===== src/rtl/cpu_cond_pkg.sv =====
// Shared types for the branch/flag path: condition codes, branch kinds and
// the NZCV flag bundle.
package cpu_cond_pkg;

  typedef enum logic [3:0] {
    EQ = 4'h0, NE = 4'h1, HS = 4'h2, LO = 4'h3,
    MI = 4'h4, PL = 4'h5, VS = 4'h6, VC = 4'h7,
    HI = 4'h8, LS = 4'h9, GE = 4'hA, LT = 4'hB,
    GT = 4'hC, LE = 4'hD, AL = 4'hE, NV = 4'hF
  } cond_e;

  typedef enum logic [1:0] {
    BR_B    = 2'd0,
    BR_CBZ  = 2'd1,
    BR_CBNZ = 2'd2,
    BR_COND = 2'd3
  } br_type_e;

  typedef struct packed {
    logic n;
    logic z;
    logic c;
    logic v;
  } nzcv_t;

endpackage


===== src/rtl/cond_eval.sv =====
// Combinational ARMv8 condition-code evaluator over an NZCV bundle.
// Kept standalone so a conditional-select unit can reuse it.
module cond_eval
  import cpu_cond_pkg::*;
(
  input  nzcv_t flags,
  input  cond_e cond,
  output logic  taken
);

  // condition truth table; AL and NV both resolve to always-true
  always_comb begin
    taken = 1'b0;
    case (cond)
      EQ:      taken = flags.z;
      NE:      taken = ~flags.z;
      HS:      taken = flags.c;
      LO:      taken = ~flags.c;
      MI:      taken = flags.n;
      PL:      taken = ~flags.n;
      VS:      taken = flags.v;
      VC:      taken = ~flags.v;
      HI:      taken = flags.c & ~flags.z;
      LS:      taken = ~(flags.c & ~flags.z);
      GE:      taken = (flags.n == flags.v);
      LT:      taken = (flags.n != flags.v);
      GT:      taken = ~flags.z & (flags.n == flags.v);
      LE:      taken = ~(~flags.z & (flags.n == flags.v));
      AL:      taken = 1'b1;
      NV:      taken = 1'b1;
      default: taken = 1'b0;
    endcase
  end

endmodule


===== src/rtl/branch_cond_unit.sv =====
// Architectural NZCV register plus registered branch resolution for fetch,
// with same-cycle flag forwarding and saturating branch statistics.
module branch_cond_unit
  import cpu_cond_pkg::*;
#(
  parameter int CNT_W = 16
) (
  input  logic             clk,
  input  logic             reset,
  input  logic             alu_neg,
  input  logic             alu_zero,
  input  logic             alu_carry,
  input  logic             alu_ovf,
  input  logic             set_flags,
  input  logic             stall,
  input  logic             flush,
  input  logic             br_valid,
  input  logic [1:0]       br_type,
  input  logic [3:0]       br_cond,
  input  logic             rt_zero,
  output logic [3:0]       flags_q,
  output logic             br_done,
  output logic             br_taken,
  output logic [CNT_W-1:0] cnt_eval,
  output logic [CNT_W-1:0] cnt_taken
);

  nzcv_t      flags;
  nzcv_t      alu_flags;
  nzcv_t      eff_flags;
  logic       cond_taken;
  logic       decision;
  logic [CNT_W-1:0] eval_next;
  logic [CNT_W-1:0] taken_next;

  assign alu_flags = '{n: alu_neg, z: alu_zero, c: alu_carry, v: alu_ovf};
  // a branch in the same cycle as a flag write must see the new flags
  assign eff_flags = set_flags ? alu_flags : flags;
  assign flags_q   = flags;

  cond_eval u_cond_eval (
    .flags (eff_flags),
    .cond  (cond_e'(br_cond)),
    .taken (cond_taken)
  );

  // branch kind selects between register zero-test and condition code
  always_comb begin
    decision = 1'b0;
    case (br_type_e'(br_type))
      BR_B:    decision = 1'b1;
      BR_CBZ:  decision = rt_zero;
      BR_CBNZ: decision = ~rt_zero;
      BR_COND: decision = cond_taken;
      default: decision = 1'b0;
    endcase
  end

  // saturating next values for the statistics counters
  always_comb begin
    if (&cnt_eval) begin
      eval_next = cnt_eval;
    end else begin
      eval_next = cnt_eval + {{(CNT_W-1){1'b0}}, 1'b1};
    end
    if (decision && !(&cnt_taken)) begin
      taken_next = cnt_taken + {{(CNT_W-1){1'b0}}, 1'b1};
    end else begin
      taken_next = cnt_taken;
    end
  end

  // flag register, decision register and counters
  always_ff @(posedge clk) begin
    if (reset) begin
      flags     <= '{n: 1'b0, z: 1'b0, c: 1'b0, v: 1'b0};
      br_done   <= 1'b0;
      br_taken  <= 1'b0;
      cnt_eval  <= {CNT_W{1'b0}};
      cnt_taken <= {CNT_W{1'b0}};
    end else if (flush) begin
      br_done <= 1'b0;
    end else if (!stall) begin
      if (set_flags) begin
        flags <= alu_flags;
      end
      if (br_valid) begin
        br_done   <= 1'b1;
        br_taken  <= decision;
        cnt_eval  <= eval_next;
        cnt_taken <= taken_next;
      end else begin
        br_done <= 1'b0;
      end
    end
  end

endmodule


===== config.mk =====
export PLATFORM = sky130hd
export DESIGN_NAME = branch_cond_unit
export DESIGN_NICKNAME = d
export VERILOG_FILES = /design/src/rtl/cpu_cond_pkg.sv /design/src/rtl/cond_eval.sv /design/src/rtl/branch_cond_unit.sv
export SDC_FILE = /design/constraint.sdc
export NUM_CORES = 1
export LEC_CHECK = 0
export CAP_MARGIN = 5
export CORE_ASPECT_RATIO = 1.4
export CORE_MARGIN = 2
export CORE_UTILIZATION = 30
export CTS_BUF_LIST = sky130_fd_sc_hd__clkbuf_8
export CTS_CLUSTER_SIZE = 12
export DETAILED_ROUTE_END_ITERATION = 12
export GPL_TIMING_DRIVEN = 0
export SLEW_MARGIN = 30
export SYNTH_ARGS = -nofsm -noshare
export SYNTH_HDL_FRONTEND = slang
export SYNTH_SLANG_ARGS = --single-unit

===== constraint.sdc =====
create_clock -name clk -period 6.3 [get_ports clk]
set_input_delay 1.26 -clock clk [delete_from_list [all_inputs] [get_ports clk]]
set_output_delay 1.26 -clock clk [all_outputs]
set_load 0.1 [all_outputs]

==> flow_summary.yaml <==
clock_network:
  h-tree-depth: 2
  cts_hold_buf: 0
  postCtsSetupBuffers: 0
  cts-root-buf: "clkbuf_8"
  cts.sinks: 38
  cts_tree: "built"
  post_cts_resized: 0
  numCtsBuffers: 5
  clk_latency_ns: 0.29
  clk_path_buf_depth: 2
  cts.clk_slew.worst_paths_ns: 0.07
synth:
  syn_avg_cell_area_um2: 8.513
  synthTopCellsByArea: "dfxtp_1, nor2_1, mux2i_1"
  synth_compound_area_frac: 0.1458
  ys.warnings.count: 0
  ys_types: 50
  synth_top_family_by_area: "simple AND/OR/NAND/NOR gates"
  async_reset_ff_frac: 0
  syn_area_mm2: 0.002086
  yosys.area.top_type: "dfxtp_1"
  synth_mux_area_frac: 0.07319
  synth-seq-cells: 38
  synth_xor_area_frac: 0.08218
  synth_adder_area_share: 0.01200
  yosys.area_share.simple: 0.2831
  netlist.area_leader.share: 0.3647
  synth_flop_cell: "dfxtp_1"
  syn_nets: 264
  synth_edf_count: 0
  syn-instance-count: 245
  yosysSeqAreaShare: 0.3647
sta:
  fmax_mhz: 285.4
  drv_slew: 0
  hold_violations: 0
  skew_ns: 0.01033
  fin_crit_sh: 0.5562
  period_needed_ns: 3.504
  rsz0062_at_grt: "false"
  tightest_slew_ns: 0.9908
  setup_tns_ns: 0
  max-slew-margin-rel: 0.3374
  setup_viol: 0
detailed_routing:
  routed_wl_um: 5134
  post_drt_wl_per_cell_um: 12.84
  dr.pass1.iters: 4
  vias: 1997
  ant_nets: 0
  routed_via_density: 4.993
  drt_iter0_markers: 93
  drc: 0
power:
  cellPowerDensity_mw_per_mm2: 172.0
  peakVddDrop_mv: 0.08933
  leakagePower_nw: 0.9532
hold_path:
  hp-class: "flop to flop"
  hold_path_depth: 2
setup_path:
  reg2reg_depth: 8
  slowest_stage: "clkdlybuf4s50_1"
  worstPathArrival_ns: 3.66
  critPathTopFamily: "buffers and inverters"
  worstPathRequired_ns: 6.46
  critPathMaxStageDelay_ns: 0.56
  start_kind: "primary input"
  ff2ff_setup_slack_ns: 3.98
  critical_path_class: "primary input to flop"
  path_buf_inv: 3
  cp_max_fo: 10
  path_cells: "clkdlybuf4s50_1 > buf_6 > mux2i_1 > o21a_1 > a311oi_1 > nand4b_1 > o21ai_2 > buf_6 > mux2i_1 > nor2_1"
  end_kind: "flop"
  cp_num_cells: 10
final_layout:
  nFillCells: 740
  area_delta_synth_final_pct: 35.03
  diodes: 0
  final_common_cell: "clkdlybuf4s50_1"
  nNetsFinal: 323
  final_cell_mix: "clkdlybuf4s50_1, dfxtp_1, nor2_1"
  fin_area_mm2: 0.002816
  final_layout_size_suffix_gt1_frac: 0.09836
global_routing:
  grt_pass1_vias: 1836
  grt_max_degree: 12
  antenna_found_initial: 0
  grt.total_usage: 0.1375
  grt_pass1_wl_um: 8355
  gr-total-overflow: 0
placement:
  dp_hpwl_um: 3830
  postPlaceCellArea_mm2: 0.002725
  port_buffers: 52
  gp_congestion: 0.8408
floorplanning:
  rows: 36
  start_util: 0.3046
  die-area_mm2: 0.007645
  ioPinCount: 55
  die_h_um: 102.7
  die_x_um: 74.47
  coreArea_mm2: 0.006847
job:
  maxCapViolations: 0
run_status:
  status: "finished clean"
[sequential cells by signal (all words and copies together) (netlist names)]
signal     cells
br_done        1
br_taken       1
cnt_eval      16
cnt_taken     16
flags_q        4
[layer usage]
metal  global-route usage  wire [µm]  vias to the layer above
met5                    0          0                        -
met4              0.04533         83                        0
met3              0.02835        253                        8
met2               0.2485       2526                       49
met1               0.1588       2270                      932
li1                     -          -                     1008
[Yosys cell counts (3+ instances only)]
master    number
mux2i_1       13
nand2_1       12
or3_1          7
clkbuf_1       4
or3_2          5
nor2_1        35
dfxtp_1       38
a21oi_1       15
xor2_1        12
inv_1          7
xnor2_1        5
nor3_1         5
o21ai_0       15
and3_1         3
nand4_1       11
nand3_1       11
o31ai_1        4
[power by group]
| group | total [mW] | internal [mW] | switching (mW) |
|---|---|---|---|
| Sequential | 0.245 | 0.242 | 0.00233 |
| Combinational | 0.0700 | 0.0276 | 0.0424 |
| Clock | 0.170 | 0.0867 | 0.0832 |
| Total | 0.484 | 0.357 | 0.128 |
[cell families (layout without fill, tap and decap cells)]
| kind of cell | after synthesis | count (layout) |
|---|---|---|
| AND/OR/NAND/NOR | 109 | 109 |
| adder cells (fa/ha/maj) | 2 | 2 |
| buffers and inverters | 16 | 76 |
| AO/OA/AOI/OAI | 47 | 47 |
| flip-flops | 38 | 38 |
| multiplexers | 15 | 15 |
| XOR/XNOR | 18 | 18 |
[tightest hold or removal path, stage by stage (launching register included)]
cell	delay (ns)
dfxtp_1	0.33
o21ai_0	0.07
a21oi_1	0.06
[metrics by stage]
stage               setup WS, ns  hold slack (ns)    util  cells  total power, mW
global route               2.646           0.5374  0.4114    400           0.5073
global placement           2.519           0.4853  0.3980    392           0.3200
detailed placement         2.510           0.4963  0.3980    392           0.3202
floorplan                  3.346           0.9307       -    245           0.2964
finish                     2.796           0.5068  0.4114    400           0.4845
CTS                        2.807           0.5096  0.4114    400           0.4929
[final timing paths]
kind / start / end
hold / removal: cnt_taken[7] / cnt_taken[7]
hold reg to reg: cnt_taken[7] / cnt_taken[7]
setup reg to reg: cnt_taken[4] / cnt_taken[4]
setup / recovery: set_flags / cnt_taken[1]
[cell type report]
type	instances	area (µm²)	area share
multi-input combinational	191	1244	0.4416
sequential	38	760.7	0.2701
timing repair buffer	52	520.5	0.1848
tap	95	118.9	0.04220
clock buffer	6	82.58	0.02932
buffer	9	55.05	0.01955
inverter	7	26.28	0.009329
clock inverter	2	8.758	0.003110
No activity file was read; power rests on OpenSTA's default activity.
